### src/rtl/byte_assembler.sv
// Serial-to-parallel byte assembler with a one-entry valid/ready output buffer.
// Define PARITY_CHECK_EN for 9-bit frames whose last bit is even parity over the data.
module byte_assembler #(
   parameter int LSB_FIRST = 1
) (
   input  logic       clk,
   input  logic       reset,
   input  logic       bit_in,
   input  logic       bit_valid,
   output logic       bit_ready,
   input  logic       abort,
   output logic [7:0] byte_out,
   output logic       byte_valid,
   input  logic       byte_ready,
   output logic       parity_err,
   output logic [3:0] bit_count
);

`ifdef PARITY_CHECK_EN
   localparam logic [3:0] LAST_IDX = 4'd8;
`else
   localparam logic [3:0] LAST_IDX = 4'd7;
`endif

   logic [3:0] count_q, count_d;
   logic [7:0] shift_q, shift_d;
   logic [7:0] out_q, out_d;
   logic       valid_q, valid_d;
   logic       perr_q, perr_d;

   logic [7:0] shift_in;
   logic [7:0] frame_data;
   logic       frame_perr;
   logic       at_last;
   logic       accept;
   logic       complete;
   logic       consume;

   generate
      if (LSB_FIRST != 0) begin : g_lsb_first
         assign shift_in = {bit_in, shift_q[7:1]};
      end else begin : g_msb_first
         assign shift_in = {shift_q[6:0], bit_in};
      end
   endgenerate

`ifdef PARITY_CHECK_EN
   // The parity bit completes the frame but never enters the data shifter.
   assign frame_data = shift_q;
   assign frame_perr = (^shift_q) ^ bit_in;
`else
   logic unused_shift_bits;
   assign unused_shift_bits = ^shift_q;
   assign frame_data        = shift_in;
   assign frame_perr        = 1'b0;
`endif

   assign at_last   = (count_q == LAST_IDX);
   // Stall only the completing bit, and only while the buffer cannot take it.
   assign bit_ready = !(at_last && valid_q && !byte_ready);
   assign accept    = bit_valid && bit_ready;
   assign complete  = accept && at_last && !abort;
   assign consume   = valid_q && byte_ready;

   always_comb begin
      count_d = count_q;
      shift_d = shift_q;
      out_d   = out_q;
      valid_d = valid_q;
      perr_d  = perr_q;

      if (abort) begin
         count_d = 4'd0;
         shift_d = 8'h00;
      end else if (accept) begin
         if (at_last) begin
            count_d = 4'd0;
            shift_d = 8'h00;
         end else begin
            count_d = count_q + 4'd1;
            shift_d = shift_in;
         end
      end

      if (complete) begin
         out_d   = frame_data;
         perr_d  = frame_perr;
         valid_d = 1'b1;
      end else if (consume) begin
         valid_d = 1'b0;
      end
   end

   always_ff @(posedge clk) begin
      if (reset) begin
         count_q <= 4'd0;
         shift_q <= 8'h00;
         out_q   <= 8'h00;
         valid_q <= 1'b0;
         perr_q  <= 1'b0;
      end else begin
         count_q <= count_d;
         shift_q <= shift_d;
         out_q   <= out_d;
         valid_q <= valid_d;
         perr_q  <= perr_d;
      end
   end

   assign byte_out   = out_q;
   assign byte_valid = valid_q;
   assign parity_err = perr_q;
   assign bit_count  = count_q;

endmodule

### config.mk
export PLATFORM = sky130hd
export DESIGN_NAME = byte_assembler
export DESIGN_NICKNAME = d
export VERILOG_FILES = /design/src/rtl/byte_assembler.sv
export SDC_FILE = /design/constraint.sdc
export NUM_CORES = 1
export LEC_CHECK = 0
export BUFFER_PORTS_ARGS = -buffer_cell sky130_fd_sc_hd__buf_2
export CAP_MARGIN = 20
export CORE_ASPECT_RATIO = 0.75
export CORE_MARGIN = 2
export CORE_UTILIZATION = 40
export CTS_CLUSTER_DIAMETER = 60
export DETAILED_ROUTE_END_ITERATION = 8
export HOLD_SLACK_MARGIN = 0.12
export PLACE_DENSITY = 0.59
export SLEW_MARGIN = 20
export SYNTH_ARGS = -nofsm -noshare
export SYNTH_HDL_FRONTEND = slang
export SYNTH_SLANG_ARGS = --single-unit
### constraint.sdc
create_clock -name clk -period 2.74 [get_ports clk]
set_input_delay 0.548 -clock clk [delete_from_list [all_inputs] [get_ports clk]]
set_output_delay 0.548 -clock clk [all_outputs]
set_load 0.005 [all_outputs]
==> metrics.txt <==
status finished, final reports clean; antenna violations before repair 0; antenna-violating nets left 0; die area 2590 µm²; nets 110; placed cells 122; CP Buf/Inv Count 1; ranking of synthesized cells by area dfxtp_1 (46%), a32o_1 (8.0%), a21oi_1 (6.8%), o31ai_1 (6.8%), nand4_1 (6.4%); hold path startpoint bit_in; YS warnings 0; Critical R2R Launch bit_count[0]$_SDFFE_PP0P_; Hold Crit Class input pin to flip-flop; CP Capture Type output pin; worst stage delay on the critical path roughly 0.40 ns; Crit Path Class flip-flop to output pin; share of layout cells above drive strength 1 28.4%; Max IR drop VDD ~0.43 mV; Fmax approximately 0.5 GHz; most frequent cells in the layout dfxtp_1 (20), buf_2 (19), a21oi_1 (12); CTS clock-pin slew for the worst setup and hold paths 0.10 ns; TNS Setup 0 ns; register area 400 µm²; drt via density 5.79; io pins 21; simple-gate area share of the yosys netlist between 15 and 20%; Worst EP arrival roughly 1.5 ns; Mapped Cells 88; Overflow after GRT 0; Hold Crit Endpoint shift_q[7]$_SDFFE_PP0P_; Avg Inst Size Synth 10.0 µm²; Leak Pwr 0.385 nW; Multi-input gate area 408 µm²; Routed WL about 1900 µm; Worst Hold Depth 2; Detailed Place HPWL 1350 µm; synthesized area approximately 900 µm²; CTS tree yes; Worst-Margin Slew between 0.5 and 0.6 ns; DR WL/cell 14.9 µm; Reg2Reg Capture Point shift_q[1]$_SDFFE_PP0P_; final std cells w/o fill 126; largest net degree at the start of global routing 12; Seq/Total Area, Yosys between 40% and 50%; Async SR Flop Fraction 0%; period utilization 73.6%; initial drt markers 31; CTS resizes 0; Pre-antenna DRT Iters 4; Residual DRC 0; global-route wire length before repair 3070 µm; r2r setup slk approximately 0.94 ns; GPL Wtd Cong roughly 0.78; root buf cell clkbuf_4; Post-Synth XOR/XNOR Area 0%; commonest non-fill, non-tap cell in the layout dfxtp_1; Clock H-tree levels 1; Die W 58.1 µm; gr usage total around 16%; dpl ws 0.970 ns; Net Count, Synth 95; post-CTS setup buffers 0; Worst Skew 0.00585 ns; Slew HR ~63%; Synth Register Bits 20; FP Rows 14; Slew Viols, Final 0; initial core utilization 42.9%; mux cell area share after synthesis 1.14%; Startpoint Class flip-flop; antenna cells 0; PortBufs 19; critical-path cell list ha_1 > and3b_2 > nand2_4 > buf_2; Max-Cap Viols 0; Synth Flop Type dfxtp_1; cell taking the most area after synthesis dfxtp_1; Post-synth EDFFs 0; CTS hold repair buffers 0; setup violators final 0; Filler cells 201; clk_lat worst skew 0.30 ns; Synth Area in Adders 1.42%; final hold vios 0; Overall Power slightly below 0.5 mW; Worst path slowest cell dfxtp_1; PwrDens approximately 500 nW/µm²; Core ar. 2050 µm²; Reg2Reg Depth 4; Die Height 44.6 µm; Vias 729; largest family of logic cells by synthesized area compound AO/OA/AOI/OAI gates; CP max FO 10; Synth cell types 27; CP delay by family, top flip-flops; Synth top area share 45.5%; fin crit period 2.02 ns; Synth Area in Compound Gates 25.7%; RSZ-0062 raised after global routing false; Worst EP required 2.19 ns; clock tree buffer depth 2; vias in the first global route 628; setup ws final ~0.72 ns; CTS buffer count 3; Clock Sinks 20; Syn-to-layout area delta 11.1%
state kept, by name, indices dropped and copies added, names as in the netlist:
| signal | cells |
|---|---|
| bit_count | 4 |
| byte_out | 8 |
| shift_q | 7 |
| byte_valid | 1 |
synth_stat cells (2+ instances only):
| library cell | n |
|---|---|
| nor2b_1 | 2 |
| nand2b_1 | 2 |
| nand2_1 | 3 |
| o31ai_1 | 8 |
| dfxtp_1 | 20 |
| buf_6 | 2 |
| a21oi_1 | 12 |
| buf_4 | 4 |
| buf_2 | 3 |
| nand4_1 | 9 |
| a32o_1 | 7 |
report_power, final:
group,switching [mW],total [mW],internal [mW]
sequential,0.00166,0.294,0.292
combinational,0.0174,0.0254,0.00793
clock,0.0873,0.168,0.0810
total,0.106,0.487,0.381
layer usage:
metal,share of wire [%],global-route usage [%],up-vias
li1,-,-,363
met1,52,22.6,349
met2,42,22.7,15
met3,5.1,5.26,2
met4,0.64,4.19,0
met5,0,0,-
how the worst max path moves through the flow:
| stage | start | endpoint | slack (ns) | cells after the start |
|---|---|---|---|---|
| 3_3_place_gp | bit_count[0]$_SDFFE_PP0P_ | shift_q[1]$_SDFFE_PP0P_ | 1.05 | 4 |
| 2_1_floorplan | bit_count[0]$_SDFFE_PP0P_ | bit_ready | 1.21 | 4 |
| 5_1_grt | bit_count[0]$_SDFFE_PP0P_ | bit_ready | 0.61 | 4 |
| 4_1_cts | bit_count[0]$_SDFFE_PP0P_ | bit_ready | 0.72 | 4 |
| 3_5_place_dp | bit_count[0]$_SDFFE_PP0P_ | shift_q[5]$_SDFFE_PP0P_ | 0.97 | 4 |
| 6_report | bit_count[0]$_SDFFE_PP0P_ | bit_ready | 0.72 | 4 |
through the flow:
step	area (µm²)	hold slack, ns	utilization (%)
floorplan	880	0.447	-
global placement	941	0.459	45.9
detailed placement	941	0.460	45.9
CTS	977	0.467	47.7
global route	977	0.466	47.7
finish	977	0.475	47.7
cell type report:
class                      instances  share of cell area, %
clock buffer                       4                   3.71
multi-input combinational         58                   41.7
sequential                        20                   41.0
tap                               24                   3.07
timing repair buffer              20                   10.5
cell families (layout without fill, tap and decap cells):
kind of cell,after synthesis,after routing
fa+ha+maj,1,1
mux,1,1
simple gates,25,25
compound gates,30,30
buf+inv,10,24
other cells,1,1
flops,20,20
Power figures use the tool's default switching activity.
